`src/rtl/dac_serial_rx.sv`:
```
// Receiver for the 3-wire DAC serial link (word clock, bit clock, data), MSB first.
// Optional partial-frame abort on a stalled bit clock: define DAC_RX_TIMEOUT_EN.
module dac_serial_rx #(
  parameter int unsigned WIDTH       = 16,
  parameter int unsigned SYNC_STAGES = 2,
  parameter int unsigned TIMEOUT     = 64
) (
  input  logic             bitclk,
  input  logic             rst,
  input  logic             sbclk,
  input  logic             swclk,
  input  logic             sdin,
  output logic [WIDTH-1:0] rx_word,
  output logic             rx_valid,
  input  logic             rx_ack,
  output logic             overrun,
  output logic             frame_err,
  input  logic             err_clr,
  output logic             rx_busy
);

  localparam int unsigned CNT_W = $clog2(WIDTH + 1);

  typedef enum logic [1:0] {
    IDLE  = 2'd0,
    SHIFT = 2'd1,
    DONE  = 2'd2
  } state_t;

  if (SYNC_STAGES < 2 || WIDTH < 2 || TIMEOUT < 2) begin : g_bad_params
    $error("dac_serial_rx: SYNC_STAGES, WIDTH and TIMEOUT must all be at least 2");
  end

  state_t           state;
  state_t           state_next;

  logic [SYNC_STAGES-1:0] sb_sync;
  logic [SYNC_STAGES-1:0] sw_sync;
  logic [SYNC_STAGES-1:0] sd_sync;
  logic             sb_prev;
  logic             sb_s;
  logic             sw_s;
  logic             sd_s;
  logic             bit_edge;
  logic             start;
  logic             armed;

  logic [WIDTH-1:0] shreg;
  logic [CNT_W-1:0] count;
  logic             last_bit;
  logic             tmo_hit;

  logic             do_restart;
  logic             do_shift;
  logic             do_load;
  logic             do_drop;
  logic             do_abort;
  logic             set_ferr;

  // Input synchronisers and bit-clock rising-edge detect
  always_ff @(posedge bitclk) begin
    if (rst) begin
      sb_sync <= '0;
      sw_sync <= '0;
      sd_sync <= '0;
      sb_prev <= 1'b0;
    end else begin
      sb_sync <= {sb_sync[SYNC_STAGES-2:0], sbclk};
      sw_sync <= {sw_sync[SYNC_STAGES-2:0], swclk};
      sd_sync <= {sd_sync[SYNC_STAGES-2:0], sdin};
      sb_prev <= sb_sync[SYNC_STAGES-1];
    end
  end

  assign sb_s     = sb_sync[SYNC_STAGES-1];
  assign sw_s     = sw_sync[SYNC_STAGES-1];
  assign sd_s     = sd_sync[SYNC_STAGES-1];
  assign bit_edge = sb_s & ~sb_prev;
  assign start    = bit_edge & ~sw_s & armed;
  assign last_bit = (count == CNT_W'(WIDTH - 1));

  // A start needs swclk to have been seen high since the previous start
  always_ff @(posedge bitclk) begin
    if (rst) begin
      armed <= 1'b0;
    end else if (start || do_abort) begin
      armed <= 1'b0;
    end else if (bit_edge && sw_s) begin
      armed <= 1'b1;
    end
  end

`ifdef DAC_RX_TIMEOUT_EN
  localparam int unsigned TMO_W = $clog2(TIMEOUT);

  logic [TMO_W-1:0] tmo_cnt;

  // Counts bitclk cycles since the last bit edge of the current frame
  always_ff @(posedge bitclk) begin
    if (rst) begin
      tmo_cnt <= '0;
    end else if (state != SHIFT || bit_edge) begin
      tmo_cnt <= '0;
    end else if (!tmo_hit) begin
      tmo_cnt <= tmo_cnt + TMO_W'(1);
    end
  end

  assign tmo_hit = (state == SHIFT) && (tmo_cnt == TMO_W'(TIMEOUT - 1));
`else
  assign tmo_hit = 1'b0;
`endif

  always_ff @(posedge bitclk) begin
    if (rst) begin
      state <= IDLE;
    end else begin
      state <= state_next;
    end
  end

  always_comb begin
    state_next = state;
    case (state)
      IDLE: begin
        if (start) begin
          state_next = SHIFT;
        end
      end
      SHIFT: begin
        if (start) begin
          state_next = SHIFT;
        end else if (bit_edge && last_bit) begin
          state_next = DONE;
        end else if (tmo_hit) begin
          state_next = IDLE;
        end
      end
      DONE: begin
        state_next = IDLE;
      end
      default: begin
        state_next = IDLE;
      end
    endcase
  end

  always_comb begin
    do_restart = 1'b0;
    do_shift   = 1'b0;
    do_load    = 1'b0;
    do_drop    = 1'b0;
    do_abort   = 1'b0;
    set_ferr   = 1'b0;
    case (state)
      IDLE: begin
        do_restart = start;
      end
      SHIFT: begin
        if (start) begin
          do_restart = 1'b1;
          set_ferr   = 1'b1;
        end else if (bit_edge) begin
          do_shift = 1'b1;
        end else if (tmo_hit) begin
          do_abort = 1'b1;
          set_ferr = 1'b1;
        end
      end
      DONE: begin
        // A same-cycle ack frees the holding register, so the new word loads
        if (!rx_valid || rx_ack) begin
          do_load = 1'b1;
        end else begin
          do_drop = 1'b1;
        end
      end
      default: begin
        do_abort = 1'b0;
      end
    endcase
  end

  always_ff @(posedge bitclk) begin
    if (rst) begin
      shreg     <= '0;
      count     <= '0;
      rx_word   <= '0;
      rx_valid  <= 1'b0;
      overrun   <= 1'b0;
      frame_err <= 1'b0;
      rx_busy   <= 1'b0;
    end else begin
      if (do_restart) begin
        shreg <= {{(WIDTH-1){1'b0}}, sd_s};
        count <= CNT_W'(1);
      end else if (do_shift) begin
        shreg <= {shreg[WIDTH-2:0], sd_s};
        count <= count + CNT_W'(1);
      end else if (do_load || do_drop || do_abort) begin
        count <= '0;
      end

      if (do_load) begin
        rx_word  <= shreg;
        rx_valid <= 1'b1;
      end else if (rx_ack) begin
        rx_valid <= 1'b0;
      end

      // Sticky flags: a new error event beats a simultaneous clear
      overrun   <= do_drop  | (overrun   & ~err_clr);
      frame_err <= set_ferr | (frame_err & ~err_clr);
      rx_busy   <= (state_next == SHIFT);
    end
  end

endmodule

```
`config.mk`:
```
export PLATFORM = sky130hd
export DESIGN_NAME = dac_serial_rx
export DESIGN_NICKNAME = d
export VERILOG_FILES = /design/src/rtl/dac_serial_rx.sv
export SDC_FILE = /design/constraint.sdc
export NUM_CORES = 1
export LEC_CHECK = 0
export BUFFER_PORTS_ARGS = -buffer_cell sky130_fd_sc_hd__clkbuf_2
export CORE_ASPECT_RATIO = 1.5
export CORE_MARGIN = 2
export CORE_UTILIZATION = 55
export DETAILED_ROUTE_END_ITERATION = 8
export GPL_TIMING_DRIVEN = 1
export PLACE_DENSITY = 0.88
export SLEW_MARGIN = 20
export SYNTH_ARGS = -nofsm -noshare
export SYNTH_HDL_FRONTEND = slang
export SYNTH_SLANG_ARGS = --single-unit
```
`constraint.sdc`:
```
create_clock -name bitclk -period 1.95 [get_ports bitclk]
set_input_delay 0.39 -clock bitclk [delete_from_list [all_inputs] [get_ports bitclk]]
set_output_delay 0.39 -clock bitclk [all_outputs]
set_load 0.02 [all_outputs]
```
==> results.md <==
* Leakage power of the design at 0.779 nW
* Die span in y at 74.6 um
* Sequential fraction of the synthesis area at 0.559
* Number of clock buffers inserted by TritonCTS at 5
* Fraction of power consumed by combinational cells at 0.022
* Antenna diode count at 0
* Placer's final routability congestion estimate at 0.883
* Post-layout total power at 0.00170 W
* Final #Nets at 252
* Fraction of power spent switching nets at 0.205
* Element type at the critical path end: flop
* Max incr delay on CP at 0.47 ns
* Aggregate negative setup slack at 0 ns
* Worst skew pair latency at 0.30 ns
* Final number of setup-violating endpoints at 0
* Post-Synthesis Cells at 217
* Post-route worst hold slack at 0.303 ns
* Detail-routed net length per standard cell at 11.8 um
* Actual slew at the worst max-slew pin at 0.541 ns
* RSZ-0062 raised after global routing: no
* Post-Synthesis Net Count at 226
* CP Max Fanout at 12
* Cell internal pwr at 0.00135 W
* Clock skew after layout at 0.00867 ns
* Most frequent cells in the layout: nand2_1, dfxtp_1, a21oi_1
* Switching power at 0.000349 W
* Area of the core at 3160 um^2
* Number of fill cells in the layout at 280
* Post-layout utilization of the core at 0.661
* Per-cell via count in the routed design at 5.27
* Multi-input logic area at 743 um^2
* Die extent in x at 51.1 um
* Wire length of the first global-routing pass at 5530 um
* Proportion of register bits with asynchronous set or reset after synthesis at 0
* DRC violation total after the first TritonRoute iteration at 47
* CTS tree: built
* Count of clock tree sinks at 51
* Worst min-delay path class: input pin to flop
* Number of port buffers at 26
* Main synth FF type: dfxtp_1
* Antenna-violating nets left at 0
* Mean instance size in the synthesized netlist at 8.42 um^2
* Number of H-tree levels at 2
* Share of the clock period used by the worst path after layout at 0.860
* Area Growth Syn to Fin at 14.3%
* Total congestion overflow after global routing at 0
* Headroom to the max-slew limit at 0.639
* Critical-path cell with the highest stage delay: dfxtp_1
* Startpoint Class: flop
* Initial antenna violation count at 0
* Buffers inserted during post-CTS setup optimization at 0
* Total Routing Usage GR at 0.198
* Number of storage elements in the synthesis netlist at 51
* Number of gates given a new drive strength after cts at 0
* Crit path cell chain: nand4bb_2 -> or2_1 -> or3_1 -> a31oi_1
* Number of enable-type register cells in the synthesized netlist at 0
* Wire length after detailed routing at 3350 um
* Number of warnings issued by yosys at 0
* Pin count of the biggest net entering global routing at 20
* DRC viols at 0
* CTS Buffer Depth at 2
* Synth cell types at 26
* Fraction of final layout cells with drive strength greater than 1 at 0.164
* Via count of the first global-routing pass at 1311
* Die Footprint at 3810 um^2
* CTS root buffer: clkbuf_8
* Worst Path Required at 2.18 ns
* Result of the run: completed
* Sequential power share at 0.617
* Post-synthesis instance area at 1830 um^2
* Highest Clock Rate at 0.596 GHz
* Arrival time of the worst setup path at 1.91 ns
* Count of max-cap constraint violations at 0
* Floorplan row count at 25
* Count of final hold-check violations at 0
* Max-slew violations at 0
* Clock Power Share at 0.361
* Initial Utilization at 0.578
* Total half-perimeter wirelength after legalization and detailed placement at 2330 um
* Areal power density over the cells at 814 nW/um^2
* Clock slew at the register clock pins of the worst setup and hold paths at 0.08 ns
* Classification of the worst setup path: flop to flop
* Most common cell after layout, fill and taps aside: nand2_1
* Detailed Routing Iterations Pass 1 at 4
* Maximum vdd ir drop at 0.697 mV
* Count of hold-fix buffers inserted at cts at 0
* Final period demand of the worst path at 1.68 ns
* IO Count at 27
* Via total after detailed routing at 1496
* Total area of sequential cells at 1020 um^2
==> Yosys cell counts, types with 3 or more instances <==
library cell / count / area (um^2)
a21oi_1: 39 / 195
buf_2: 5 / 25.0
clkbuf_1: 7 / 26.3
dfxtp_1: 51 / 1020
inv_1: 3 / 11.3
nand2_1: 66 / 248
nand3_1: 5 / 25.0
nor2_1: 5 / 18.8
nor2b_1: 10 / 62.6
nor3_1: 3 / 15.0
o21ai_0: 3 / 15.0
==> power groups by stage <==
stage / clock network, W / logic [W] / registers (W)
after global routing: 0.000667 / 0.0000411 / 0.00105
after CTS: 0.000628 / 0.0000378 / 0.00105
after floorplan: 0 / 0.0000238 / 0.00107
after global placement: 0 / 0.0000362 / 0.00107
final: 0.000614 / 0.0000372 / 0.00105
after detailed placement: 0 / 0.0000373 / 0.00107
==> logic make-up after synthesis <==
| group | synth area share |
|---|---|
| AOI/OAI and AO/OA | 0.136 |
| adders and majority gates | 0.0137 |
| buffers and inverters | 0.0342 |
| DFF | 0.559 |
| muxes | 0.0110 |
| and+or+nand+nor | 0.247 |
==> flip-flops by register name, indices dropped and copies added, names as in the netlist <==
| name | cells |
|---|---|
| rx_word | 16 |
| shreg | 16 |
| count | 5 |
| sb_sync | 2 |
| sd_sync | 2 |
| state | 2 |
| sw_sync | 2 |
| armed | 1 |
| frame_err | 1 |
| overrun | 1 |
| rx_busy | 1 |
| rx_valid | 1 |
| sb_prev | 1 |
==> area by class of cell <==
cell class	count	share of cell area
Multi-Input combinational cell	151	0.356
Timing Repair Buffer	31	0.0803
Sequential cell	51	0.489
Tap cell	40	0.0240
Clock inverter	1	0.00419
Clock buffer	7	0.0413
Inverter	3	0.00539
==> stage by stage <==
stage	instances	cell area [um^2]	setup slack [ns]
after floorplan	217	1830	0.471
after global placement	276	1990	0.366
after detailed placement	276	1990	0.287
after global routing	284	2090	0.132
after CTS	284	2090	0.280
final	284	2090	0.273
==> path summary, 6_finish.rpt <==
path,from,to,slack [ns],cells after the start
max reg2reg,state[0],count[3],0.27,4
min,sdin,sd_sync[0],0.30,2
max,state[0],count[3],0.27,4
min reg2reg,sw_sync[0],sw_sync[1],0.45,1
==> layer usage <==
metal	global-route usage	wire length (um)	vias up
met1	0.209	1330	684
met3	0.0402	120	10
met4	0.138	93	0
met5	0	0	-
met2	0.348	1810	35
li1	-	-	767
==> critical path, delay by kind of cell, from the launching register on <==
| kind | cells | cell delay [ns] |
|---|---|---|
| simple gates | 3 | 0.96 |
| compound gates | 1 | 0.18 |
| flops | 1 | 0.47 |
Note: power is estimated with default switching activity, not from simulation.
